===== src/rtl/seq_pattern_tx.sv =====
// Serial frame transmitter: preamble 1,0,1, payload LSB-first, then a zero gap.
// Build option SEQ_TX_PARITY_EN inserts one even-parity bit after the payload.
module seq_pattern_tx #(
   parameter  int DATA_W     = 8,
   parameter  int GAP_CYCLES = 2,
   localparam int LEN_W      = $clog2(DATA_W) + 1
) (
   input  logic              clk,
   input  logic              reset,
   input  logic              load_valid,
   output logic              load_ready,
   input  logic [DATA_W-1:0] load_data,
   input  logic [LEN_W-1:0]  load_len,
   output logic              tx_out,
   output logic              tx_active,
   output logic              frame_done
);

   localparam int GAP_W = $clog2(GAP_CYCLES + 1);
   localparam logic [GAP_W-1:0] GAP_LAST = GAP_W'(GAP_CYCLES - 1);

   typedef enum logic [2:0] {
      IDLE,
      PRE,
      DATA,
`ifdef SEQ_TX_PARITY_EN
      PAR,
`endif
      GAP
   } state_t;

   state_t              state, state_nxt;
   logic [1:0]          pre_idx, pre_nxt;
   logic [DATA_W-1:0]   shreg, shreg_nxt;
   logic [LEN_W-1:0]    bit_cnt, cnt_nxt;
   logic [GAP_W-1:0]    gap_cnt, gap_nxt;
   logic                tx_nxt, active_nxt, done_nxt;
`ifdef SEQ_TX_PARITY_EN
   logic                parity, par_nxt;
`endif

   // Zero or out-of-range lengths fall back to a full-width payload.
   function automatic logic [LEN_W-1:0] eff_len(input logic [LEN_W-1:0] len);
      if (len == '0 || len > LEN_W'(DATA_W))
         return LEN_W'(DATA_W);
      return len;
   endfunction

   assign load_ready = (state == IDLE);

   always_comb begin
      state_nxt = state;
      pre_nxt   = pre_idx;
      shreg_nxt = shreg;
      cnt_nxt   = bit_cnt;
      gap_nxt   = gap_cnt;
`ifdef SEQ_TX_PARITY_EN
      par_nxt   = parity;
`endif
      unique case (state)
         IDLE: begin
            if (load_valid) begin
               state_nxt = PRE;
               pre_nxt   = 2'd0;
               shreg_nxt = load_data;
               cnt_nxt   = eff_len(load_len);
`ifdef SEQ_TX_PARITY_EN
               par_nxt   = 1'b0;
`endif
            end
         end
         PRE: begin
            if (pre_idx == 2'd2)
               state_nxt = DATA;
            else
               pre_nxt = pre_idx + 2'd1;
         end
         DATA: begin
            // bit_cnt counts the bits still to send, including the one on the line now.
            shreg_nxt = shreg >> 1;
            cnt_nxt   = bit_cnt - LEN_W'(1);
`ifdef SEQ_TX_PARITY_EN
            par_nxt   = parity ^ shreg[0];
`endif
            if (bit_cnt == LEN_W'(1)) begin
`ifdef SEQ_TX_PARITY_EN
               state_nxt = PAR;
`else
               state_nxt = GAP;
`endif
               gap_nxt = '0;
            end
         end
`ifdef SEQ_TX_PARITY_EN
         PAR: begin
            state_nxt = GAP;
            gap_nxt   = '0;
         end
`endif
         GAP: begin
            if (gap_cnt == GAP_LAST)
               state_nxt = IDLE;
            else
               gap_nxt = gap_cnt + GAP_W'(1);
         end
         default: state_nxt = IDLE;
      endcase
   end

   // Outputs are registered from the next-state view so the line matches the state.
   always_comb begin
      tx_nxt     = 1'b0;
      active_nxt = 1'b0;
      done_nxt   = 1'b0;
      unique case (state_nxt)
         PRE: begin
            tx_nxt     = (pre_nxt != 2'd1);
            active_nxt = 1'b1;
         end
         DATA: begin
            tx_nxt     = shreg_nxt[0];
            active_nxt = 1'b1;
         end
`ifdef SEQ_TX_PARITY_EN
         PAR: begin
            tx_nxt     = par_nxt;
            active_nxt = 1'b1;
         end
`endif
         GAP:     done_nxt = (gap_nxt == GAP_LAST);
         default: ;
      endcase
   end

   always_ff @(posedge clk) begin
      if (reset) begin
         state      <= IDLE;
         pre_idx    <= 2'd0;
         shreg      <= '0;
         bit_cnt    <= '0;
         gap_cnt    <= '0;
         tx_out     <= 1'b0;
         tx_active  <= 1'b0;
         frame_done <= 1'b0;
`ifdef SEQ_TX_PARITY_EN
         parity     <= 1'b0;
`endif
      end else begin
         state      <= state_nxt;
         pre_idx    <= pre_nxt;
         shreg      <= shreg_nxt;
         bit_cnt    <= cnt_nxt;
         gap_cnt    <= gap_nxt;
         tx_out     <= tx_nxt;
         tx_active  <= active_nxt;
         frame_done <= done_nxt;
`ifdef SEQ_TX_PARITY_EN
         parity     <= par_nxt;
`endif
      end
   end

endmodule


===== config.mk =====
export PLATFORM = sky130hd
export DESIGN_NAME = seq_pattern_tx
export DESIGN_NICKNAME = d
export VERILOG_FILES = /design/src/rtl/seq_pattern_tx.sv
export SDC_FILE = /design/constraint.sdc
export NUM_CORES = 1
export LEC_CHECK = 0
export BUFFER_PORTS_ARGS = -buffer_cell sky130_fd_sc_hd__buf_4
export CAP_MARGIN = 10
export CORE_MARGIN = 4
export CORE_UTILIZATION = 49
export DETAILED_ROUTE_END_ITERATION = 16
export GPL_TIMING_DRIVEN = 0
export PLACE_DENSITY = 0.71
export SYNTH_ARGS = -nofsm -noshare
export SYNTH_HDL_FRONTEND = slang
export SYNTH_SLANG_ARGS = --single-unit

===== constraint.sdc =====
create_clock -name clk -period 2.5 [get_ports clk]
set_input_delay 0.5 -clock clk [delete_from_list [all_inputs] [get_ports clk]]
set_output_delay 0.5 -clock clk [all_outputs]
set_load 0.005 [all_outputs]

==> flow_summary.ini, run 1 <==
[yosys]
ys_ff_latch = 22
synth_cell_types = 45
synth_top_area_share = 0.404
synth_nets = 138
async_flop_share = 0
netlist_instances = 119
synth_edf_count = 0
synth_ff_type = dfxtp_1
syn_area_per_cell_sq_um = 9.16
mappedNetlistArea_sq_mm = 0.00109
synth_area_leader_cell = dfxtp_1
synth_area_leaders = dfxtp_1, a222oi_1, ha_1
yosysWarnings = 0
seq_area_frac_synth = 0.404

[setup_path]
cp_data_arrival_time_ns = 1.17
path_buf_inv = 2
cp_slowest_cell = dfxtp_1
worst_setup_path_end_kind = output port
cp-start-kind = flip-flop
cp.depth = 3
path_common_cell = buf_4
reg2reg_to = frame_done
required_ns = 2.00
setup.worst_path.start = state[1]
cp_cell_sequence = buf_4 > nor3_2 > buf_4
reg2regPathDepth = 6
path_max_fanout = 10
reg2reg_from = bit_cnt[1]
crit_type = reg2out
max_stage_delay_ns = 0.32
endpoint = load_ready
r2r_slack_ns = 0.90
critPathTopFamily = flip-flops

[floorplanning]
die_w_um = 55.2
std_cell_rows = 16
start_util = 0.534
die-area_sq_mm = 0.00304
core_sq_mm = 0.00204
dieHeight_um = 55.2
ios = 19

[timing]
finalCritPeriodShare = 0.668
tns_ns = 0
finalHoldViolCount = 0
fin_crit_ns = 1.67
skew_ns = 0.00540
timing.final.max_slew_violations = 0
rsz0062_at_grt = no
setup_ws_ns = 0.829
setup_viol = 0
hold_ws_ns = 0.354
slew_headroom = 0.654
clock.fmax_mhz = 598
tightest_slew_ns = 0.519

[final_layout]
nets = 161
areaGrowthSynthToFinish_pct = 20.3
n_antenna_cell = 0
final_layout_size_suffix_gt1_frac = 0.262
final_common_cell = dfxtp_1
final_cell_area_sq_mm = 0.00131
final_cell_mix = dfxtp_1, buf_4, nor2_1
final_util = 0.642

[clock_tree]
post_cts_resized = 0
clock_latency_ns = 0.31
cts-buffers-inserted = 3
ctsHoldBuffers = 0
cts_setup_buffers = 0
clockBufferDepth = 2
clk_pin_slew_worst_paths_ns = 0.12
clock_sinks = 22
cts_tree = built
htree_levels = 1
clockRootBuffer = clkbuf_4

[global_route]
grt_max_degree = 14
grt_usage = 0.177
first_global_vias = 885
gr-total-overflow = 0
antenna_found_initial = 0
grt_pass1_wl_um = 3800

[pwr]
internal-power_mw = 0.570
p_clk_frac = 0.372
p_comb_frac = 0.119
swShare = 0.219
p_leak_nw = 0.511
max-vdd-ir-drop_mv = 0.568
power.density_mw_per_mm2 = 557
p_seq_frac = 0.509
switching_power_mw = 0.160

[routing]
ant_nets = 0
drt-wirelength-per-cell_um = 13.3
drcViolationCount = 0
routed_wl_um = 2230
drtIter0Drc = 40
vias_per_cell = 5.51
vias = 925
dr.pass1.iters = 5

[run_status]
outcome = complete, no violations

[placed_design]
place_area_sq_mm = 0.00126
routabilityCongestion = 0.800
post-dp-hpwl_um = 1710
io_buffers = 18
dp_slack_ns = 0.835

[job]
max-cap-violations = 0

[worst_hold_path]
hold_class = in2reg
-- registers in the layout, summed over array words and instances (netlist names) --
name,flops
bit_cnt,4
frame_done,1
gap_cnt,2
pre_idx,2
shreg,8
state,3
tx_active,1
tx_out,1
-- cell families after synthesis --
group                      Yosys count  share of synthesized area
and+or+nand+nor                     44                      0.224
AOI/OAI and AO/OA                   32                      0.234
DFF                                 22                      0.404
buffers and inverters               15                     0.0804
adders and majority gates            4                     0.0459
xor gates and xnor gates             1                    0.00804
other                                1                    0.00344
-- routing by layer --
metal,track usage,vias up,share of wire,wire [um]
li1,-,472,-,-
met4,0.0486,0,0.0081,18
met5,0,-,0,0
met1,0.209,435,0.45,1010
met3,0.0617,2,0.052,117
met2,0.303,16,0.49,1090
-- synth_stat cells, types with 2 or more instances --
cell	instances
nor3_1	3
buf_6	3
buf_4	2
nor2_1	12
nand3_1	4
dfxtp_1	22
a22oi_1	2
nand2_1	10
a21oi_1	7
clkbuf_1	2
nand2b_1	2
a222oi_1	6
inv_1	7
ha_1	4
a31oi_1	3
-- how the worst min path moves through the flow --
| stage | start | endpoint | slack, ns | depth (start not counted) |
|---|---|---|---|---|
| 6_report | reset | state[0] | 0.35 | 2 |
| 5_1_grt | reset | state[0] | 0.33 | 2 |
| 4_1_cts | reset | state[0] | 0.35 | 2 |
| 3_5_place_dp | gap_cnt[1] | gap_cnt[1] | 0.47 | 2 |
| 3_3_place_gp | gap_cnt[1] | gap_cnt[1] | 0.47 | 2 |
| 2_1_floorplan | gap_cnt[1] | gap_cnt[1] | 0.44 | 2 |
-- power groups by stage --
stage | sequential [mW] | clock (mW) | combinational, mW
final | 0.371 | 0.272 | 0.0868
after global routing | 0.373 | 0.300 | 0.0959
after CTS | 0.371 | 0.277 | 0.0874
after detailed placement | 0.379 | 0 | 0.0865
after global placement | 0.379 | 0 | 0.0853
after floorplan | 0.378 | 0 | 0.0527
-- cell type report --
| class | count | area [sq um] |
|---|---|---|
| Fill cell | 196 | 731 |
| Multi-Input combinational cell | 82 | 562 |
| Sequential cell | 22 | 440 |
| Timing Repair Buffer | 18 | 135 |
| Buffer | 8 | 61.3 |
| Tap cell | 27 | 33.8 |
| Clock inverter | 1 | 30.0 |
| Inverter | 7 | 26.3 |
| Clock buffer | 3 | 22.5 |
-- through the flow --
stage          instances  total power, mW
2_1_floorplan        119            0.430
3_3_place_gp         164            0.464
3_5_place_dp         164            0.466
4_1_cts              168            0.735
5_1_grt              168            0.769
6_report             168            0.730
No activity file was read; power rests on OpenSTA's default activity.
==> run 2, diff against run 1 <==
--- a/config.mk
+++ b/config.mk
@@ -8,10 +8,10 @@
 export BUFFER_PORTS_ARGS = -buffer_cell sky130_fd_sc_hd__buf_4
 export CAP_MARGIN = 10
 export CORE_MARGIN = 4
-export CORE_UTILIZATION = 49
+export CORE_UTILIZATION = 48
 export DETAILED_ROUTE_END_ITERATION = 16
 export GPL_TIMING_DRIVEN = 0
-export PLACE_DENSITY = 0.71
+export PLACE_DENSITY = 0.73
 export SYNTH_ARGS = -nofsm -noshare
 export SYNTH_HDL_FRONTEND = slang
 export SYNTH_SLANG_ARGS = --single-unit
==> constraint.sdc (replaced) <==
create_clock -name clk -period 1.5 [get_ports clk]
set_input_delay 0.3 -clock clk [delete_from_list [all_inputs] [get_ports clk]]
set_output_delay 0.3 -clock clk [all_outputs]
set_load 0.005 [all_outputs]
==> run 2 against run 1 <==
  * Global-route usage down 2.7 points
  * Register-to-register slack worse by 0.83 ns
  * Non-clock buffer count up 2
  * First-iteration DRC count down 15%
  * Combinational power up 73%
  * Critical endpoint unchanged
  * Hold slack worse by 0.20 ns
  * Die area up 1.8%
==> flow_summary.ini, run 2 (synthesis results as in run 1) <==
[clock_tree]
clock_sinks = 22
cts-buffers-inserted = 3
clockBufferDepth = 2
cts_tree = built
clockRootBuffer = clkbuf_4
htree_levels = 1
clock_latency_ns = 0.30
clk_pin_slew_worst_paths_ns = 0.11

[final_layout]
final_cells = 169
nets = 163
final_cell_mix = buf_4, dfxtp_1, nor2_1
largest_reg_flops = 8
final_layout_size_suffix_gt1_frac = 0.289
top_register = shreg
fillerInstances = 188
areaGrowthSynthToFinish_pct = 21.7
reg_top3 = shreg x8, bit_cnt x4, state x3
n_antenna_cell = 0

[floorplanning]
die_w_um = 55.7
die-area_sq_mm = 0.00310
ios = 19
dieHeight_um = 55.7
core_sq_mm = 0.00206
std_cell_rows = 16
start_util = 0.529

[global_route]
antenna_found_initial = 0
grt_busiest_layer = met2
use_met1 = 0.180
grt_usage = 0.150
grtUsageMet2 = 0.253
first_global_vias = 867
grt_use_met3 = 0.0232
gr-total-overflow = 0
grt_max_degree = 12
grt_pass1_wl_um = 3700

[setup_path]
cp_data_arrival_time_ns = 1.13
cp-start-kind = flip-flop
path_max_fanout = 9
worst_setup_path_end_kind = output port
crit_type = reg2out
required_ns = 1.20

[timing]
clock.fmax_mhz = 700
skew_ns = 0.00204
hold_ws_ns = 0.155
setup_ws_ns = 0.0707
setup_viol = 0
finalCritPeriodShare = 0.953
finalHoldViolCount = 0
fin_crit_ns = 1.43
timing.final.max_slew_violations = 0
tns_ns = 0

[pwr]
power.density_mw_per_mm2 = 781
max-vdd-ir-drop_mv = 0.506
power.total_mw = 1.04
p_leak_nw = 0.512

[placed_design]
dp_slack_ns = 0.000770
placedCellCount = 164
post-dp-hpwl_um = 1750
io_buffers = 18
routabilityCongestion = 0.875

[job]
max-cap-violations = 0

[routing]
vias_per_cell = 5.61
drtIter0Drc = 34
drt-wirelength-per-cell_um = 13.6
ant_nets = 0
drcViolationCount = 0
routed_wl_um = 2310
vias = 948
dr.pass1.iters = 4

[run_status]
outcome = complete, no violations

[worst_hold_path]
hold_class = in2reg
==> run 2: metrics by stage <==
step	area [sq um]	utilization
6_report	1330	0.643
5_1_grt	1330	0.643
4_1_cts	1290	0.626
3_5_place_dp	1260	0.610
3_3_place_gp	1260	0.610
2_1_floorplan	1090	-
==> run 2: layer usage <==
layer | up-vias | part of all wire | wire length, um
li1 | 480 | - | -
met1 | 440 | 0.44 | 1010
met2 | 23 | 0.49 | 1140
met3 | 5 | 0.044 | 102
met4 | 0 | 0.020 | 47
met5 | - | 0 | 0
==> run 2: path summary, 6_finish.rpt <==
check,startpoint,cells after the start,slack [ns],endpoint
worst max-delay path,state[2],3,0.07,load_ready
worst min-delay path,reset,2,0.16,state[0]
worst max register to register,state[1],6,0.07,bit_cnt[2]
worst min register to register,gap_cnt[1],2,0.50,gap_cnt[1]
==> run 2: cell type report <==
type	instances	area [sq um]	share of cell area
Timing Repair Buffer	20	150	0.113
Buffer	8	67.6	0.0509
Multi-Input combinational cell	82	586	0.442
Inverter	7	26.3	0.0198
Sequential cell	22	440	0.332
Clock buffer	3	22.5	0.0170
Tap cell	27	33.8	0.0255
==> run 2: worst max-delay path, stage by stage (launching register included) <==
cell and delay, ns:
dfxtp_1 0.33, buf_6 0.14, nor3_4 0.21, buf_4 0.14
==> run 2: power breakdown <==
| group | leakage (nW) | internal, mW | switching (mW) |
|---|---|---|---|
| registers | 0.179 | 0.605 | 0.0150 |
| logic | 0.319 | 0.0767 | 0.0732 |
| clock network | 0.0138 | 0.0939 | 0.172 |
==> run 2: timing repair <==
action | 4_1_cts | 5_1_grt
gates resized for setup | 2 | 4
buffers inserted | 0 | 2
endpoints found under the setup margin | 2 | 4
pin swaps | 0 | 1
hold endpoints to repair | 0 | 0
hold buffers | 0 | 0
==> run 3, diff against run 2 <==
--- a/config.mk
+++ b/config.mk
@@ -8,10 +8,11 @@
 export BUFFER_PORTS_ARGS = -buffer_cell sky130_fd_sc_hd__buf_4
 export CAP_MARGIN = 10
 export CORE_MARGIN = 4
-export CORE_UTILIZATION = 48
+export CORE_UTILIZATION = 49
+export CTS_BUF_LIST = sky130_fd_sc_hd__clkbuf_8
 export DETAILED_ROUTE_END_ITERATION = 16
 export GPL_TIMING_DRIVEN = 0
-export PLACE_DENSITY = 0.73
+export PLACE_DENSITY = 0.71
 export SYNTH_ARGS = -nofsm -noshare
 export SYNTH_HDL_FRONTEND = slang
 export SYNTH_SLANG_ARGS = --single-unit
==> constraint.sdc (replaced) <==
create_clock -name clk -period 1.7 [get_ports clk]
set_input_delay 0.34 -clock clk [delete_from_list [all_inputs] [get_ports clk]]
set_output_delay 0.34 -clock clk [all_outputs]
set_load 0.005 [all_outputs]
==> run 3 against run 2 <==
  * Clock power is 82% higher
  * Global-route usage rose by 2.7 points
  * Sequential cell count unchanged
  * Cell count decreased by 0.59%
  * Non-clock buffer count shrank 2
  * Sequential share of layout area down 0.22 points
  * Combinational power shrank 15%
==> flow_summary.ini, run 3 (synthesis results as in run 1) <==
[run_status]
outcome = complete, no violations

[clock_tree]
clk_pin_slew_worst_paths_ns = 0.08
htree_levels = 1
clockBufferDepth = 2
clock_latency_ns = 0.26
clock_sinks = 22
cts_tree = built
clockRootBuffer = clkbuf_8
cts_setup_buffers = 0
cts-buffers-inserted = 3

[final_layout]
reg_top3 = shreg x8, bit_cnt x4, state x3
final_cell_area_sq_mm = 0.00134
final_layout_size_suffix_gt1_frac = 0.270
top_register = shreg
n_antenna_cell = 0
nets = 161
areaGrowthSynthToFinish_pct = 22.5
largest_reg_flops = 8
multi_input_area_sq_um = 567
fillerInstances = 192
final_common_cell = dfxtp_1
final_cells = 168
final_cell_mix = dfxtp_1, buf_4, nor2_1
register_area_sq_um = 440

[worst_hold_path]
whs_path_depth = 2
hold_class = in2reg
hp-start = reset
hold_end = state[0]

[placed_design]
routabilityCongestion = 0.800
placedCellCount = 164
io_buffers = 18
post-dp-hpwl_um = 1710
place_area_sq_mm = 0.00126

[setup_path]
cp_slowest_cell = dfxtp_1
worst_setup_path_end_kind = flip-flop
required_ns = 1.83
reg2reg_to = tx_out
cp-start-kind = flip-flop
max_stage_delay_ns = 0.31
cp_data_arrival_time_ns = 1.64
reg2reg_from = state[1]
cp_cell_sequence = buf_4 > nor3b_4 > buf_2 > a21oi_1 > o221ai_1 > o32ai_2
critPathTopFamily = buffers and inverters
crit_type = reg2reg
reg2regPathDepth = 6
path_max_fanout = 10
path_buf_inv = 2
r2r_slack_ns = 0.20

[floorplanning]
die-area_sq_mm = 0.00304
std_cell_rows = 16
core_sq_mm = 0.00204
dieHeight_um = 55.2
die_w_um = 55.2
start_util = 0.534
ios = 19

[timing]
slew_headroom = 0.650
timing.final.max_slew_violations = 0
setup_viol = 0
finalHoldViolCount = 0
tightest_slew_ns = 0.524
tns_ns = 0
skew_ns = 0.00304
clock.fmax_mhz = 665
fin_crit_ns = 1.50
rsz0062_at_grt = no
finalCritPeriodShare = 0.884

[routing]
vias_per_cell = 5.57
drt-wirelength-per-cell_um = 13.4
drtIter0Drc = 37
vias = 936
dr.pass1.iters = 5
drcViolationCount = 0
ant_nets = 0
routed_wl_um = 2240

[global_route]
grt_usage = 0.177
gr-total-overflow = 0
grt_max_degree = 14
grt_pass1_wl_um = 3800
first_global_vias = 885
antenna_found_initial = 0

[pwr]
max-vdd-ir-drop_mv = 0.910
power.total_mw = 1.16
power.density_mw_per_mm2 = 866
p_leak_nw = 0.522

[job]
max-cap-violations = 0
run 3: final cells by class:
class                           count  area share
Multi-Input combinational cell     82       0.425
Sequential cell                    22       0.330
Timing Repair Buffer               18       0.101
Buffer                              8      0.0459
Clock buffer                        3      0.0309
Tap cell                           27      0.0253
Clock inverter                      1      0.0225
Inverter                            7      0.0197
run 3: stage by stage:
step	worst slack, ns	util	hold WS [ns]
after global routing	0.0540	0.654	0.240
after CTS	0.0813	0.651	0.245
after detailed placement	0.0981	0.616	0.472
after floorplan	0.412	-	0.417
after global placement	0.188	0.616	0.469
final	0.196	0.654	0.251
run 3: worst register-to-register path, cell delays in order, from the launching register on:
cell and delay [ns]:
dfxtp_1 0.31, buf_4 0.17, nor3b_4 0.26, buf_2 0.27, a21oi_1 0.10, o221ai_1 0.14
o32ai_2 0.13
run 3: worst max-delay path by stage:
stage	from	endpoint	slack (ns)	cells after the start
6_report	state[1]	tx_out	0.20	6
5_1_grt	bit_cnt[1]	frame_done	0.05	6
4_1_cts	bit_cnt[1]	frame_done	0.08	6
3_5_place_dp	bit_cnt[1]	frame_done	0.1	6
3_3_place_gp	reset	gap_cnt[1]	0.19	4
2_1_floorplan	state[1]	tx_out	0.41	6
run 3: power breakdown:
part / leakage, nW / switching (mW) / total, mW / internal, mW
sequential: 0.179 / 0.0121 / 0.546 / 0.534
combinational: 0.307 / 0.0626 / 0.128 / 0.0653
clock: 0.0357 / 0.168 / 0.483 / 0.314
total: 0.522 / 0.243 / 1.16 / 0.913
run 3: per-layer routing:
layer	global-route usage	wire (um)	up-vias
li1	-	-	474
met1	0.209	996	438
met2	0.303	1090	22
met3	0.0617	140	2
met4	0.0486	19	0
met5	0	0	-
run 3: repair_timing:
| item | CTS | global route |
|---|---|---|
| hold buffers | 0 | 0 |
| endpoints found under the setup margin | 0 | 1 |
| hold endpoints to repair | 0 | 0 |
| gates resized for setup | 0 | 1 |
